### config.mk
export PLATFORM = sky130hd
export DESIGN_NAME = tile_placer
export DESIGN_NICKNAME = d
export VERILOG_FILES = /design/src/rtl/tile_placer.sv
export SDC_FILE = /design/constraint.sdc
export NUM_CORES = 1
export LEC_CHECK = 0
export ABC_AREA = 1
export CAP_MARGIN = 20
export CORE_MARGIN = 2
export CORE_UTILIZATION = 40
export CTS_CLUSTER_SIZE = 25
export DETAILED_ROUTE_END_ITERATION = 8
export PLACE_DENSITY = 0.62
export SYNTH_ARGS = -nofsm -noshare
export SYNTH_HDL_FRONTEND = slang
export SYNTH_SLANG_ARGS = --single-unit
### constraint.sdc
create_clock -name clock -period 2 [get_ports clock]
set_input_delay 0.4 -clock clock [delete_from_list [all_inputs] [get_ports clock]]
set_output_delay 0.4 -clock clock [all_outputs]
set_load 0.01 [all_outputs]
### src/rtl/tile_placer.sv
// Placement front end: reads a target cell and its four neighbours from board RAM,
// consults the legality checker, selects a tile and commits it to the board.
module tile_placer #(
  parameter int ROWS        = 8,
  parameter int COLS        = 8,
  parameter int AW          = 6,
  parameter int CHK_TIMEOUT = 15
) (
  input  logic          clock,
  input  logic          reset,
  input  logic          req_valid,
  output logic          req_ready,
  input  logic [2:0]    req_row,
  input  logic [2:0]    req_col,
  input  logic [2:0]    req_pref,
  output logic          mem_rd_en,
  output logic [AW-1:0] mem_addr,
  input  logic [2:0]    mem_rd_data,
  output logic          mem_wr_en,
  output logic [2:0]    mem_wr_data,
  output logic          chk_start,
  output logic [2:0]    chk_up,
  output logic [2:0]    chk_down,
  output logic [2:0]    chk_left,
  output logic [2:0]    chk_right,
  input  logic [5:0]    chk_tile_type,
  input  logic          chk_end,
  output logic          done,
  output logic [2:0]    placed_tile,
  output logic          illegal
);
  localparam int WW = (CHK_TIMEOUT > 1) ? $clog2(CHK_TIMEOUT) : 1;

  typedef enum logic [2:0] {
    S_IDLE, S_READ, S_CAPTURE, S_CHECK, S_WAIT, S_DECIDE, S_WRITE, S_DONE
  } state_t;

  state_t state, state_next;

  logic [2:0]    row_q, col_q, pref_q;
  logic [2:0]    slot;
  logic          prev_rd;
  logic [2:0]    self_q, up_q, down_q, left_q, right_q;
  logic [5:0]    mask_q;
  logic [WW-1:0] wait_cnt;
  logic [2:0]    tile_q;

  logic [2:0]    rd_cap;
  logic          in_range;
  logic          slot_ok;
  logic [AW-1:0] slot_addr;
  logic [7:0]    mask_ext;
  logic          pick_ok;
  logic [2:0]    pick_tile;
  logic          finish;
  logic          finish_illegal;

  function automatic logic [AW-1:0] cell_addr(input int r, input int c);
    return AW'(r * COLS + c);
  endfunction

  always_comb begin
    // Off-board slots never strobe the RAM, so whatever is on the bus is discarded.
    rd_cap   = prev_rd ? mem_rd_data : '0;
    in_range = (int'(req_row) < ROWS) && (int'(req_col) < COLS);

    slot_ok   = 1'b0;
    slot_addr = '0;
    case (slot)
      3'd0: begin
        slot_ok   = 1'b1;
        slot_addr = cell_addr(int'(row_q), int'(col_q));
      end
      3'd1: begin
        slot_ok   = (row_q != 3'd0);
        slot_addr = cell_addr(int'(row_q) - 1, int'(col_q));
      end
      3'd2: begin
        slot_ok   = (int'(row_q) < ROWS - 1);
        slot_addr = cell_addr(int'(row_q) + 1, int'(col_q));
      end
      3'd3: begin
        slot_ok   = (col_q != 3'd0);
        slot_addr = cell_addr(int'(row_q), int'(col_q) - 1);
      end
      3'd4: begin
        slot_ok   = (int'(col_q) < COLS - 1);
        slot_addr = cell_addr(int'(row_q), int'(col_q) + 1);
      end
      default: ;
    endcase

    // Bit k of mask_ext stands for tile code k; codes 0 and 7 are never legal.
    mask_ext  = {1'b0, mask_q, 1'b0};
    pick_ok   = 1'b0;
    pick_tile = '0;
    if (pref_q == 3'd0) begin
      for (int unsigned k = 6; k >= 1; k--) begin
        if (mask_ext[3'(k)]) begin
          pick_ok   = 1'b1;
          pick_tile = 3'(k);
        end
      end
    end else if (mask_ext[pref_q]) begin
      pick_ok   = 1'b1;
      pick_tile = pref_q;
    end
  end

  always_comb begin
    state_next     = state;
    finish         = 1'b0;
    finish_illegal = 1'b0;
    req_ready      = 1'b0;
    mem_rd_en      = 1'b0;
    mem_addr       = '0;
    mem_wr_en      = 1'b0;
    mem_wr_data    = '0;
    chk_start      = 1'b0;
    done           = 1'b0;
    chk_up         = '0;
    chk_down       = '0;
    chk_left       = '0;
    chk_right      = '0;

    case (state)
      S_IDLE: begin
        req_ready = 1'b1;
        if (req_valid) begin
          if (in_range) begin
            state_next = S_READ;
          end else begin
            state_next     = S_DONE;
            finish         = 1'b1;
            finish_illegal = 1'b1;
          end
        end
      end
      S_READ: begin
        mem_rd_en = slot_ok;
        mem_addr  = slot_ok ? slot_addr : '0;
        if (slot == 3'd4) state_next = S_CAPTURE;
      end
      S_CAPTURE: begin
        if (self_q != 3'd0) begin
          state_next     = S_DONE;
          finish         = 1'b1;
          finish_illegal = 1'b1;
        end else if ({up_q, down_q, left_q, rd_cap} == '0) begin
          state_next = S_DECIDE;
        end else begin
          state_next = S_CHECK;
        end
      end
      S_CHECK: begin
        chk_start  = 1'b1;
        state_next = S_WAIT;
      end
      S_WAIT: begin
        if (chk_end) begin
          state_next = S_DECIDE;
        end else if (wait_cnt == WW'(CHK_TIMEOUT - 1)) begin
          state_next     = S_DONE;
          finish         = 1'b1;
          finish_illegal = 1'b1;
        end
      end
      S_DECIDE: begin
        if (pick_ok) begin
          state_next = S_WRITE;
        end else begin
          state_next     = S_DONE;
          finish         = 1'b1;
          finish_illegal = 1'b1;
        end
      end
      S_WRITE: begin
        mem_wr_en   = 1'b1;
        mem_addr    = cell_addr(int'(row_q), int'(col_q));
        mem_wr_data = tile_q;
        state_next  = S_DONE;
        finish      = 1'b1;
      end
      S_DONE: begin
        done       = 1'b1;
        state_next = S_IDLE;
      end
      default: state_next = S_IDLE;
    endcase

    if (state inside {S_CHECK, S_WAIT, S_DECIDE, S_WRITE, S_DONE}) begin
      chk_up    = up_q;
      chk_down  = down_q;
      chk_left  = left_q;
      chk_right = right_q;
    end
  end

  always_ff @(posedge clock or posedge reset) begin
    if (reset) begin
      state       <= S_IDLE;
      row_q       <= '0;
      col_q       <= '0;
      pref_q      <= '0;
      slot        <= '0;
      prev_rd     <= 1'b0;
      self_q      <= '0;
      up_q        <= '0;
      down_q      <= '0;
      left_q      <= '0;
      right_q     <= '0;
      mask_q      <= '0;
      wait_cnt    <= '0;
      tile_q      <= '0;
      placed_tile <= '0;
      illegal     <= 1'b0;
    end else begin
      state <= state_next;
      case (state)
        S_IDLE: begin
          if (req_valid) begin
            row_q       <= req_row;
            col_q       <= req_col;
            pref_q      <= req_pref;
            slot        <= '0;
            prev_rd     <= 1'b0;
            self_q      <= '0;
            up_q        <= '0;
            down_q      <= '0;
            left_q      <= '0;
            right_q     <= '0;
            placed_tile <= '0;
            illegal     <= 1'b0;
          end
        end
        S_READ: begin
          prev_rd <= mem_rd_en;
          slot    <= slot + 3'd1;
          case (slot)
            3'd1: self_q <= rd_cap;
            3'd2: up_q   <= rd_cap;
            3'd3: down_q <= rd_cap;
            3'd4: left_q <= rd_cap;
            default: ;
          endcase
        end
        S_CAPTURE: begin
          right_q <= rd_cap;
          // Isolated-cell mask; the checker path overwrites it when chk_end arrives.
          mask_q  <= '1;
        end
        S_CHECK: wait_cnt <= '0;
        S_WAIT: begin
          wait_cnt <= wait_cnt + 1'b1;
          if (chk_end) mask_q <= chk_tile_type;
        end
        S_DECIDE: tile_q <= pick_tile;
        default: ;
      endcase
      // Placed after the IDLE clears so an out-of-range reject still reports illegal.
      if (finish) begin
        illegal     <= finish_illegal;
        placed_tile <= finish_illegal ? '0 : tile_q;
      end
    end
  end

endmodule

==> results.ini, run 1 <==
[placed_design]
io_buffers=51
place_congestion=0.885
dp.cells=576
hpwlAfterDp_um=5530

[synthesis]
yosys.area.top_type=dfrtp_1
synth-simple-area-share_pct=25.1
netlist_instances=390
async_flop_share_pct=100
syn-num-nets=424
ys_ff_latch=48
ys_seq_area_share_pct=41.1
synth.cell_area_sq_um=2920
synth.area.mux_share_pct=0
synth_compound_area_share_pct=15.6
synth.top_cell.area_share_pct=41.1
synthXorXnorAreaFrac_pct=2.10
synth_warnings=0
ys_types=39
synthTopCellsByArea=dfrtp_1 41%, nand2_1 12%, inv_1 7.6%
synthFlopType=dfrtp_1
synth_top_family_by_area=simple AND/OR/NAND/NOR gates
synth_area_per_cell_sq_um=7.49
synth_edf_count=0
synthAdderAreaFrac_pct=5.40

[drt]
first_iter_violations=87
dr.pass1.iters=4
ant_nets=0
drt-total-wl_um=7420
wl_per_cell_um=12.4
num_vias=2883
vias_per_cell=4.82
drc=0

[sta]
clock_skew_ps=3.19
rsz0062_at_grt=true
setup_viol=7
min_period_over_period_pct=123
max-slew-margin-rel_pct=67.4
fmax_ghz=0.405
slew_viol_final=0
layout_setup_ws_ps=-469
worstMarginPinSlew_ps=485
fin_crit_ps=2470
hold_violations=0

[cts]
h-tree-depth=2
hold_buffers=0
numCtsBuffers=5
cts.sinks=48
cts_root_buffer=clkbuf_8
clockBufferDepth=2
insertion_delay_ps=300
path_clk_slew_ps=90
tritoncts=yes

[final_layout]
num_antenna_cells=0
syn2layout_area_growth_pct=42.0
drive_above_1_share_pct=25.7
seq_area_sq_um=1200
instances_no_fill=598
fillers=699
multi_input_area_sq_um=1540
final_nets=532

[setup_path]
path_buf_inv=2
crit_chain=ha_4 -> inv_4 -> nor2_4 -> fa_2 -> xor2_2 -> nand3_1 -> o211ai_1 -> nor2_1 -> nand2_1 -> nand2_1 -> nand2_2 -> buf_6
path_class=register to primary output
cp_max_fo=2
cpMaxStageDelayCell=dfrtp_1
crit_arrival_ps=2070
cp.required_ps=1600
slowest_delay_ps=410
critPathTopFamily=adder cells
crit_top_cell=nand2_1
startpoint_type=register
end_kind=primary output

[global_route]
grt_pass1_vias=2813
antenna_found_initial=0
grt_max_degree=49
grt_use_total_pct=20.0
grt_pass1_wl_um=12500
grt-ovfl-total=0

[power_and_ir_drop]
comb_power_share_pct=64.3
p_sw_w=0.00284
p_leak_nw=2.00
power_density_nw_per_um2=1530
vdd_drop_max_mv=0.635
seqPwrFrac_pct=25.9
power_w=0.00636
swShare_pct=44.7
p_int_w=0.00352
clockPowerShare_pct=9.8

[floorplan]
core_area_sq_um=7180
num_rows=31
die_area_sq_um=8000
die_w_um=89.5
ios=52
start_util_pct=40.7
die_h_um=89.5

[run_status]
status=finished, violations left
violations=setup timing

[run]
cap_viol_max_count=0

[worst_hold_path]
holdCritPathClass=input pin to async pin

-- cell usage in the layout, fill, tap and decap left out, drive strengths merged --
master         instances
a31oi                  2
nand2                 95
nand4                  4
a22oi                  2
nor2                  40
o21bai                 1
o22ai                  8
xnor2                  1
clkinv                 1
nand3b                 1
clkinvlp               1
xor2                   6
o21a                   1
ha                    11
o31ai                  4
a21oi                  9
clkbuf                 8
o211ai                 3
o311ai                 1
a22o                   1
o21ai                 48
o221ai                 1
inv                   66
clkdlybuf4s15          8
dlygate4sd2            3
fa                     1
dfrtp                 48
nor3b                  2
nor3                   4
nor4                   2
buf                   72
nand3                 19
clkdlybuf4s50         25
-- worst paths after layout --
kind | end | startpoint | cells after the start | slack, ps
worst max-delay path | mem_addr[5] | slot[1]$_DFFE_PP0P_ | 12 | -470
worst min-delay path | col_q[1]$_DFFE_PP0P_ | reset | 3 | 440
worst max register to register | prev_rd$_DFFE_PP0P_ | slot[1]$_DFFE_PP0P_ | 15 | 150
worst min register to register | self_q[2]$_DFFE_PP0P_ | self_q[2]$_DFFE_PP0P_ | 2 | 500
max in group asynchronous | left_q[1]$_DFFE_PP0P_ | reset | 3 | 1330
min in group clock | self_q[2]$_DFFE_PP0P_ | self_q[2]$_DFFE_PP0P_ | 2 | 500
-- power groups by stage --
| stage | Clock [W] | Sequential [W] | Combinational, W |
|---|---|---|---|
| 6_report | 0.000624 | 0.00165 | 0.00409 |
| 5_1_grt | 0.000669 | 0.00170 | 0.00459 |
| 4_1_cts | 0.000635 | 0.00165 | 0.00397 |
| 3_5_place_dp | 0 | 0.00167 | 0.00364 |
| 3_3_place_gp | 0 | 0.00166 | 0.00356 |
| 2_1_floorplan | 0 | 0.00166 | 0.00219 |
-- synth_stat cells, drive strengths merged (3+ instances only) --
cell and number:
nand2 95, inv 66, dfrtp 48, o21ai 48, nor2 40, nand3 19, ha 11, a21oi 9
o22ai 8, xor2 6, buf 5, nand4 4, nor3 4, o31ai 4, clkbuf 3, o211ai 3
-- logic make-up after synthesis --
group,after synthesis
compound gates,81
xor+xnor,7
fa+ha+maj,12
buf+inv,75
flops,48
simple gates,167
-- routing by layer --
| metal | global-route usage, % | share of wire [%] | up-vias |
|---|---|---|---|
| li1 | - | - | 1475 |
| met1 | 25.3 | 46 | 1347 |
| met2 | 35.2 | 49 | 54 |
| met3 | 3.05 | 3.7 | 7 |
| met4 | 6.24 | 1.4 | 0 |
| met5 | 0 | 0 | - |
-- metrics by stage --
step	hold slack, ps	util [%]	setup TNS (ps)	instance area (sq um)	setup WS (ps)
finish	439	57.8	-2890	4150	-469
CTS	453	57.1	-3000	4090	-509
global placement	467	53.8	-2770	3860	-483
detailed placement	472	53.8	-2970	3860	-554
global route	487	57.8	-3660	4150	-630
floorplan	452	-	-47.0	2940	-24.8
-- repair_timing --
action                                  4_1_cts  5_1_grt
buffers inserted                             11        3
gates cloned                                  1        0
resized for setup                            96       30
hold endpoints to repair                      0        0
endpoints found under the setup margin       25       27
pin swaps                                    13        8
-- sequential cells by signal, indices dropped and copies added, names as in the netlist --
| name | flops |
|---|---|
| illegal | 1 |
| mask_q | 6 |
| pref_q | 3 |
| slot | 3 |
| placed_tile | 3 |
| col_q | 3 |
| wait_cnt | 4 |
| up_q | 3 |
| prev_rd | 1 |
| self_q | 3 |
| down_q | 3 |
| right_q | 3 |
| tile_q | 3 |
| left_q | 3 |
| row_q | 3 |
| state | 3 |
-- worst register-to-register path, delay by kind of cell (launching register included) --
family,cells,cell delay (ps)
adders and majority gates,1,150
buffers and inverters,9,750
DFF,1,390
and+or+nand+nor,5,460
-- cell type report --
class,instances,area share [%]
Clock buffer,7,2.08
Clock inverter,1,0.181
Inverter,67,6.43
Multi-Input combinational cell,267,37.2
Sequential cell,48,29.0
Tap cell,99,2.99
Timing Repair Buffer,109,22.1
Note: power is estimated with default switching activity, not from simulation.
==> run 2: changes to the inputs <==
Settings changed: GPL_ROUTABILITY_DRIVEN set to 0, TNS_END_PERCENT set to 100.
==> results of run 2 <==
Same layout as run 1: the final DEF is identical, and so are final timing and power.
